[src/rtl/arb_requester.sv]
// arb_requester: client-side agent that queues burst commands, requests the bus,
// holds it for the granted beats, releases for one cycle, and retries on grant timeout.
module arb_requester #(
    parameter int DEPTH   = 4,
    parameter int LEN_W   = 4,
    parameter int TIMEOUT = 15
) (
    input  logic                   clk,
    input  logic                   reset,
    input  logic                   cmd_valid,
    input  logic [LEN_W-1:0]       cmd_len,
    output logic                   cmd_ready,
    output logic [$clog2(DEPTH):0] fifo_count,
    input  logic                   gnt,
    output logic                   req,
    output logic                   xfer_beat,
    output logic                   done,
    output logic                   timeout_err
);
    localparam int AW = $clog2(DEPTH);
    localparam int CW = AW + 1;
    localparam int WW = $clog2(TIMEOUT + 1);

    typedef enum logic [1:0] {IDLE, REQ, XFER, REL} state_t;

    state_t           r_state, w_state_nxt;
    logic [LEN_W-1:0] r_mem [DEPTH];
    logic [AW-1:0]    r_wr_ptr, r_rd_ptr;
    logic [CW-1:0]    r_count;
    logic [LEN_W-1:0] r_cur_len, w_cur_len_nxt;
    logic [LEN_W-1:0] r_beat_cnt, w_beat_nxt;
    logic [WW-1:0]    r_wait_cnt, w_wait_nxt;
    logic             r_retry, w_retry_nxt;
    logic             w_push, w_pop, w_empty;

    assign cmd_ready   = r_count != CW'(DEPTH);
    assign fifo_count  = r_count;
    assign w_empty     = r_count == '0;
    assign w_push      = cmd_valid && cmd_ready;
    assign req         = (r_state == REQ) || (r_state == XFER);
    assign xfer_beat   = (r_state == XFER) && gnt;
    assign done        = (r_state == REL) && !r_retry;
    assign timeout_err = (r_state == REL) && r_retry;

    always_comb begin
        w_state_nxt   = r_state;
        w_cur_len_nxt = r_cur_len;
        w_beat_nxt    = r_beat_cnt;
        w_wait_nxt    = r_wait_cnt;
        w_retry_nxt   = r_retry;
        w_pop         = 1'b0;
        case (r_state)
            IDLE: if (!w_empty) begin
                w_pop         = 1'b1;
                w_cur_len_nxt = r_mem[r_rd_ptr];
                w_beat_nxt    = '0;
                w_wait_nxt    = '0;
                w_state_nxt   = REQ;
            end
            REQ: if (gnt) begin
                w_beat_nxt  = '0;
                w_state_nxt = XFER;
            end else begin
                w_wait_nxt = r_wait_cnt + WW'(1);
                if (r_wait_cnt == WW'(TIMEOUT - 1)) begin
                    w_retry_nxt = 1'b1;
                    w_state_nxt = REL;
                end
            end
            // Terminal compare precedes the increment, so beat_cnt never wraps.
            XFER: if (gnt) begin
                if (r_beat_cnt == r_cur_len) begin
                    w_retry_nxt = 1'b0;
                    w_state_nxt = REL;
                end else begin
                    w_beat_nxt = r_beat_cnt + LEN_W'(1);
                end
            end
            REL: if (r_retry) begin
                w_beat_nxt  = '0;
                w_wait_nxt  = '0;
                w_state_nxt = REQ;
            end else if (!w_empty) begin
                w_pop         = 1'b1;
                w_cur_len_nxt = r_mem[r_rd_ptr];
                w_beat_nxt    = '0;
                w_wait_nxt    = '0;
                w_state_nxt   = REQ;
            end else begin
                w_state_nxt = IDLE;
            end
            default: w_state_nxt = IDLE;
        endcase
    end

    always_ff @(posedge clk or posedge reset) begin
        if (reset) begin
            r_state    <= IDLE;
            r_cur_len  <= '0;
            r_beat_cnt <= '0;
            r_wait_cnt <= '0;
            r_retry    <= 1'b0;
            r_wr_ptr   <= '0;
            r_rd_ptr   <= '0;
            r_count    <= '0;
        end else begin
            r_state    <= w_state_nxt;
            r_cur_len  <= w_cur_len_nxt;
            r_beat_cnt <= w_beat_nxt;
            r_wait_cnt <= w_wait_nxt;
            r_retry    <= w_retry_nxt;
            if (w_push) r_wr_ptr <= r_wr_ptr + AW'(1);
            if (w_pop) r_rd_ptr <= r_rd_ptr + AW'(1);
            r_count    <= r_count + CW'(w_push) - CW'(w_pop);
        end
    end

    always_ff @(posedge clk) begin
        if (w_push) r_mem[r_wr_ptr] <= cmd_len;
    end
endmodule

[config.mk]
export PLATFORM = sky130hd
export DESIGN_NAME = arb_requester
export DESIGN_NICKNAME = d
export VERILOG_FILES = /design/src/rtl/arb_requester.sv
export SDC_FILE = /design/constraint.sdc
export NUM_CORES = 1
export LEC_CHECK = 0
export ABC_AREA = 0
export ABC_CLOCK_PERIOD_IN_PS = 2100
export CORE_UTILIZATION = 40
export CTS_BUF_LIST = sky130_fd_sc_hd__clkbuf_16
export CTS_CLUSTER_SIZE = 24
export DETAILED_ROUTE_END_ITERATION = 10
export PLACE_DENSITY = 0.67
export SYNTH_ARGS = -nofsm -noshare
export SYNTH_HDL_FRONTEND = slang
export SYNTH_SLANG_ARGS = --single-unit
[constraint.sdc]
create_clock -name clk -period 2.1 [get_ports clk]
set_input_delay 0.525 -clock clk [delete_from_list [all_inputs] [get_ports clk]]
set_output_delay 0.525 -clock clk [all_outputs]
set_load 0.1 [all_outputs]
## Word level (Yosys, flattened, before mapping)

Memories as Yosys holds them, arrays and structs flattened.
Index checks and enable logic that the tools add are counted.

| storage, ports and cells | value |
|---|---|
| register bits after elaboration | 22 |
| latch bits | 0 |
| RAM bits | 16 |
| bits in read-only memories | 0 |
| memories kept | 1 |

Memory list:

| memory | words | bits a word | read ports | clocked after Yosys merged registers in | write ports | RTL line | text |
|---|---|---|---|---|---|---|---|
| r_mem | 4 | 4 | 1 | 0 | 1 | 27 | `logic [LEN_W-1:0] r_mem [DEPTH];` |

| operators by class | value |
|---|---|
| add/subtract/negate cells | 6 |
| multiply operators | 0 |
| divide/modulo/power cells | 0 |
| magnitude comparators | 0 |
| equal/unequal tests | 15 |
| shift-type cells | 0 |
| multiplexer cells | 31 |
| bitwise operators | 0 |
| reduce and logical (&&, ||, !) cells | 16 |

Operators by type and width:

| cell | count |
|---|---|
| $mux W4 | 10 |
| $pmux W4 S4 | 1 |
| $ne A2 B2 Y1 const B | 6 |
| $pmux W4 S3 | 1 |
| $mux W1 | 10 |
| $mux W2 | 5 |
| $add A4 B1 Y4 const B | 2 |
| $pmux W2 S4 | 1 |
| $pmux W4 S2 | 1 |
| $reduce_and A5 Y1 | 1 |
| $add A2 B1 Y2 const B | 2 |
| $eq A2 B2 Y1 const B | 2 |
| $eq A4 B4 Y1 | 1 |
| $eq A4 B4 Y1 const B | 1 |
| $logic_and A1 B1 Y1 | 4 |
| $ne A2 B1 Y1 const B | 2 |
| $pmux W1 S2 | 2 |
| $reduce_and A2 Y1 | 2 |
| $reduce_and A4 Y1 | 1 |
| $reduce_bool A2 Y1 | 2 |
| $add A3 B1 Y3 | 1 |
| $logic_not A3 Y1 | 1 |
| $ne A3 B2 Y1 const B | 1 |
| $ne A3 B3 Y1 const B | 1 |
| other kinds (7) | 7 |

## Depth between registers and ports, before layout

| logic depth | value |
|---|---|
| depth after elaboration | 5 |
| gate-level depth with buffers | 11 |
| mapped depth without buffers | 11 |

## Worst setup path before layout

Ideal clock, no wire load.

| timing | value |
|---|---|
| kind | register to register |
| from | register r_count[2], in the netlist fifo_count[2] |
| to | register r_count[2], in the netlist fifo_count[2] |
| library setup time | 0.164 ns |
| data arrival time | 3.540 ns |
| data required time | 1.936 ns |
| path slack | -1.604 ns |
| cell stages (with the launch flop) | 11 |
| buffers on the path | 0 |
| clock period less this slack | 3.704 ns |
| cell sequence | dfrtp_1 > nand2_1 > and2_1 > inv_1 > ha_1 > inv_1 > ha_1 > inv_1 > fa_1 > xnor2_1 > xnor2_1 |

RTL lines:

| item | RTL line | text |
|---|---|---|
| from (decl) | 29 | `logic [CW-1:0] r_count;` |
| from (signal assigned) | 114 | `r_count <= r_count + CW'(w_push) - CW'(w_pop);` |
| $ne A3 B3 Y1 | 36 | `assign cmd_ready = r_count != CW'(DEPTH);` |
| via cmd_ready | 12 | `output logic cmd_ready,` |
| $logic_and A1 B1 Y1 | 39 | `assign w_push = cmd_valid && cmd_ready;` |
| $add A3 B1 Y3 | 114 |  |
| $sub A3 B1 Y3 | 114 |  |

The timed path passes the listed nets, and every way through them passes these cells.
A chain may end at the register's enable or synchronous reset.

## Worst setup path in the final report

| timing | value |
|---|---|
| from | register r_state[1] |
| to | register r_count[2], in the netlist fifo_count[2] |

| between the ends | value |
|---|---|
| word-level cells in the longest chain between the ends | 3 |

Ends and longest elaborated chain:

| item | RTL line | text |
|---|---|---|
| from (decl) | 26 | `state_t r_state, w_state_nxt;` |
| from (signal assigned) | 107 | `r_state <= w_state_nxt;` |
| $eq A2 B2 Y1 or $logic_not A2 Y1 (tied branches) | 52 | `case (r_state)` |
| $pmux W1 S2 (*) | 52 |  |
| via w_pop | 34 | `logic w_push, w_pop, w_empty;` |
| $sub A3 B1 Y3 (*) | 114 |  |

Mark *: on every way through the listed nets, which the timed path passes. The rest lies on a longest branch.

==> flow_summary.json <==
{
  "initial_utilization_pct": 43.08,
  "yosysUniqueCellTypes": 36,
  "grt_pass1_wl_mm": 6.679,
  "route.vias.total": 1290,
  "die_h_um": 71.65,
  "hold_violations": 0,
  "final_common_cell": "buf_4",
  "reg2reg_slack_ns": -0.04,
  "crit_path_start_kind": "flop",
  "rows": 24,
  "hold_end": "r_wait_cnt[3]",
  "max_freq_mhz": 467.8,
  "fin_skew_ns": 0.004562,
  "cts_num_sinks": 38,
  "coreArea_sq_um": 4504,
  "cts_root_buf": "clkbuf_16",
  "min-delay-start": "r_wait_cnt[3]",
  "crit_start": "r_state[1]",
  "maxSlewViolCount": 0,
  "drcViolationCount": 0,
  "final.setup.tns_ns": -0.03776,
  "synth_top_area_share_pct": 28.37,
  "postSynthAreaPerCell_sq_um": 12.94,
  "crit_chain": "inv_2 > ha_4 > inv_2 > a211oi_4 > ha_4 > inv_2 > ha_4 > inv_2 > fa_2 > xnor2_2 > xnor2_1",
  "utilization_pct": 59.50,
  "max_stage_delay_ns": 0.43,
  "drt-initial-drc-count": 87,
  "cp_max_fo": 3,
  "yosysWarnings": 0,
  "ys_seq_area_share_pct": 53.13,
  "diodes": 0,
  "p_leak_uw": 0.001084,
  "setup_viol": 1,
  "finalWorstSetupSlack_ns": -0.03776,
  "htree_levels": 2,
  "criticalPathCategory": "reg -> reg",
  "final_cell_mix": "18 x buf_4, 17 x dfrtp_1, 16 x edfxtp_1, 11 x inv_1, 10 x ha_1",
  "io_pins": 16,
  "holdWs_ns": 0.5241,
  "dp_hpwl_mm": 2.904,
  "cap_viol_max_count": 0,
  "placed_cell_area_sq_um": 2451,
  "avgViaCountPerCell": 5.331,
  "finalCritPeriodShare_pct": 101.8,
  "crit_slowest_cell": "dfrtp_2",
  "grt_overflow": 0,
  "reg2reg_from": "r_state[1]",
  "syn-num-nets": 174,
  "syn_inst": 150,
  "grt_pass1_vias": 1415,
  "gp_congestion": 0.8214,
  "antenna_found_initial": 0,
  "grt_usage_pct": 17.06,
  "clockBufferDepth": 2,
  "relSlewSlack_pct": 74.89,
  "tightest_slew_ns": 0.3746,
  "clkTransAtPathRegs_ns": 0.06,
  "hold_class": "reg -> reg",
  "vdd_drop_max_mv": 1.287,
  "powerDensity_nw_per_um2": 1797,
  "status": "finished, violations left",
  "violations": "setup timing",
  "cp.required_ns": 2.26,
  "period_needed_ns": 2.138,
  "drive_above_1_share_pct": 36.84,
  "grt_max_degree": 23,
  "worstRegToRegCells": 11,
  "ys_top_cells_by_area": "dfrtp_1 28%, edfxtp_1 25%, ha_1 9.7%",
  "crit_arrival_ns": 2.30,
  "crit_path_end_kind": "flop",
  "wl_per_cell_um": 15.34,
  "areaGrowthSynthToFinish_pct": 38.10,
  "die-area_sq_um": 5134,
  "routed_wl_mm": 3.712,
  "ant_nets": 0,
  "holdBufCountCts": 0,
  "design_area_sq_um": 2680,
  "firstDrtPassIters": 4,
  "die_width_um": 71.65,
  "nets": 213,
  "rsz0062_at_grt": "yes",
  "yosysTopAreaCell": "dfrtp_1",
  "min_path_cells": 1,
  "ys_seq_elements": 38,
  "cts_tree": "yes",
  "crit_top_cell": "inv_2",
  "rr_endpoint": "fifo_count[2]",
  "portBuffers": 15,
  "syn-cell-area_sq_um": 1941,
  "insertion_delay_ns": 0.27,
  "cts_buffers": 5
}
## power breakdown
group | switching, uW | internal, uW | leakage [uW]
Clock | 280 | 682 | 0.0000940
Sequential | 238 | 1040 | 0.000418
Combinational | 1380 | 1200 | 0.000572
## flip-flops by register name (all words and copies together) (netlist names)
signal and count:
r_retry 1, r_state 2, r_mem 16, r_beat_cnt 4
r_wr_ptr 2, fifo_count 3, r_rd_ptr 2, r_cur_len 4
r_wait_cnt 4
## per-layer routing
layer | share of wire [%] | GRT usage [%] | wire length [um] | up-vias
met4 | 0.86 | 6.536 | 32 | 0
met3 | 2.2 | 3.376 | 83 | 4
met5 | 0 | 0 | 0 | -
met1 | 44 | 20.86 | 1641 | 644
li1 | - | - | - | 623
met2 | 53 | 29.77 | 1954 | 19
## stage by stage
step,setup WS [ns],instances,total power [uW]
after floorplan,-0.3170,150,2957
after global placement,-0.2348,234,3708
after detailed placement,-0.2580,234,3798
after CTS,-0.05570,242,4836
after global routing,-0.1325,242,5102
final,-0.03776,242,4817
## critical path, delay by kind of cell, from the launching register on
| family | cells | cell delay [ns] |
|---|---|---|
| DFF | 1 | 0.43 |
| xor gates and xnor gates | 2 | 0.26 |
| buffers and inverters | 4 | 0.22 |
| adders and majority gates | 4 | 0.84 |
| AOI/OAI and AO/OA | 1 | 0.27 |
## worst max path at each step
stage	to	slack [ns]	cells after the start
6_report	fifo_count[2]	-0.04	11
5_1_grt	fifo_count[2]	-0.13	11
4_1_cts	fifo_count[2]	-0.06	11
3_5_place_dp	fifo_count[2]	-0.26	10
3_3_place_gp	fifo_count[2]	-0.23	10
2_1_floorplan	fifo_count[2]	-0.32	11
## logic make-up after synthesis
| logic type | after synthesis | synth area share [%] |
|---|---|---|
| flops | 38 | 53.13 |
| simple gates | 29 | 8.897 |
| compound gates | 28 | 10.64 |
| buf+inv | 18 | 3.546 |
| fa+ha+maj | 16 | 10.70 |
| mux | 11 | 8.575 |
| xor+xnor | 10 | 4.514 |
## Yosys cell counts (all sizes together)
cell type / instances
a2111o: 1
a211oi: 1
a221o: 1
a22oi: 1
a41o: 1
a41oi: 2
and2: 4
and3: 4
buf: 1
dfrtp: 22
edfxtp: 16
fa: 1
ha: 15
inv: 17
mux2: 5
mux2i: 2
mux4: 4
nand2: 6
nand2b: 4
nand3: 3
nand3b: 1
nand4: 1
nor2: 2
nor2b: 2
nor3: 2
o211ai: 2
o21a: 2
o21ai: 10
o221a: 1
o22ai: 3
o31ai: 2
o41a: 1
xnor2: 9
xor2: 1
## what timing repair did
item,4_1_cts,5_1_grt
pin swaps,7,1
endpoints found under the setup margin,3,3
setup buffers,0,0
resized for setup,7,4
## cell type report
cell class | count | area, sq um
clock buffer | 5 | 125.1
tap | 52 | 65.06
inverter | 17 | 63.81
sequential | 38 | 1045
clock inverter | 3 | 68.82
timing repair buffer | 33 | 365.4
multi-input combinational | 94 | 947.2
fill | 363 | 1824
Power figures use the tool's default switching activity.
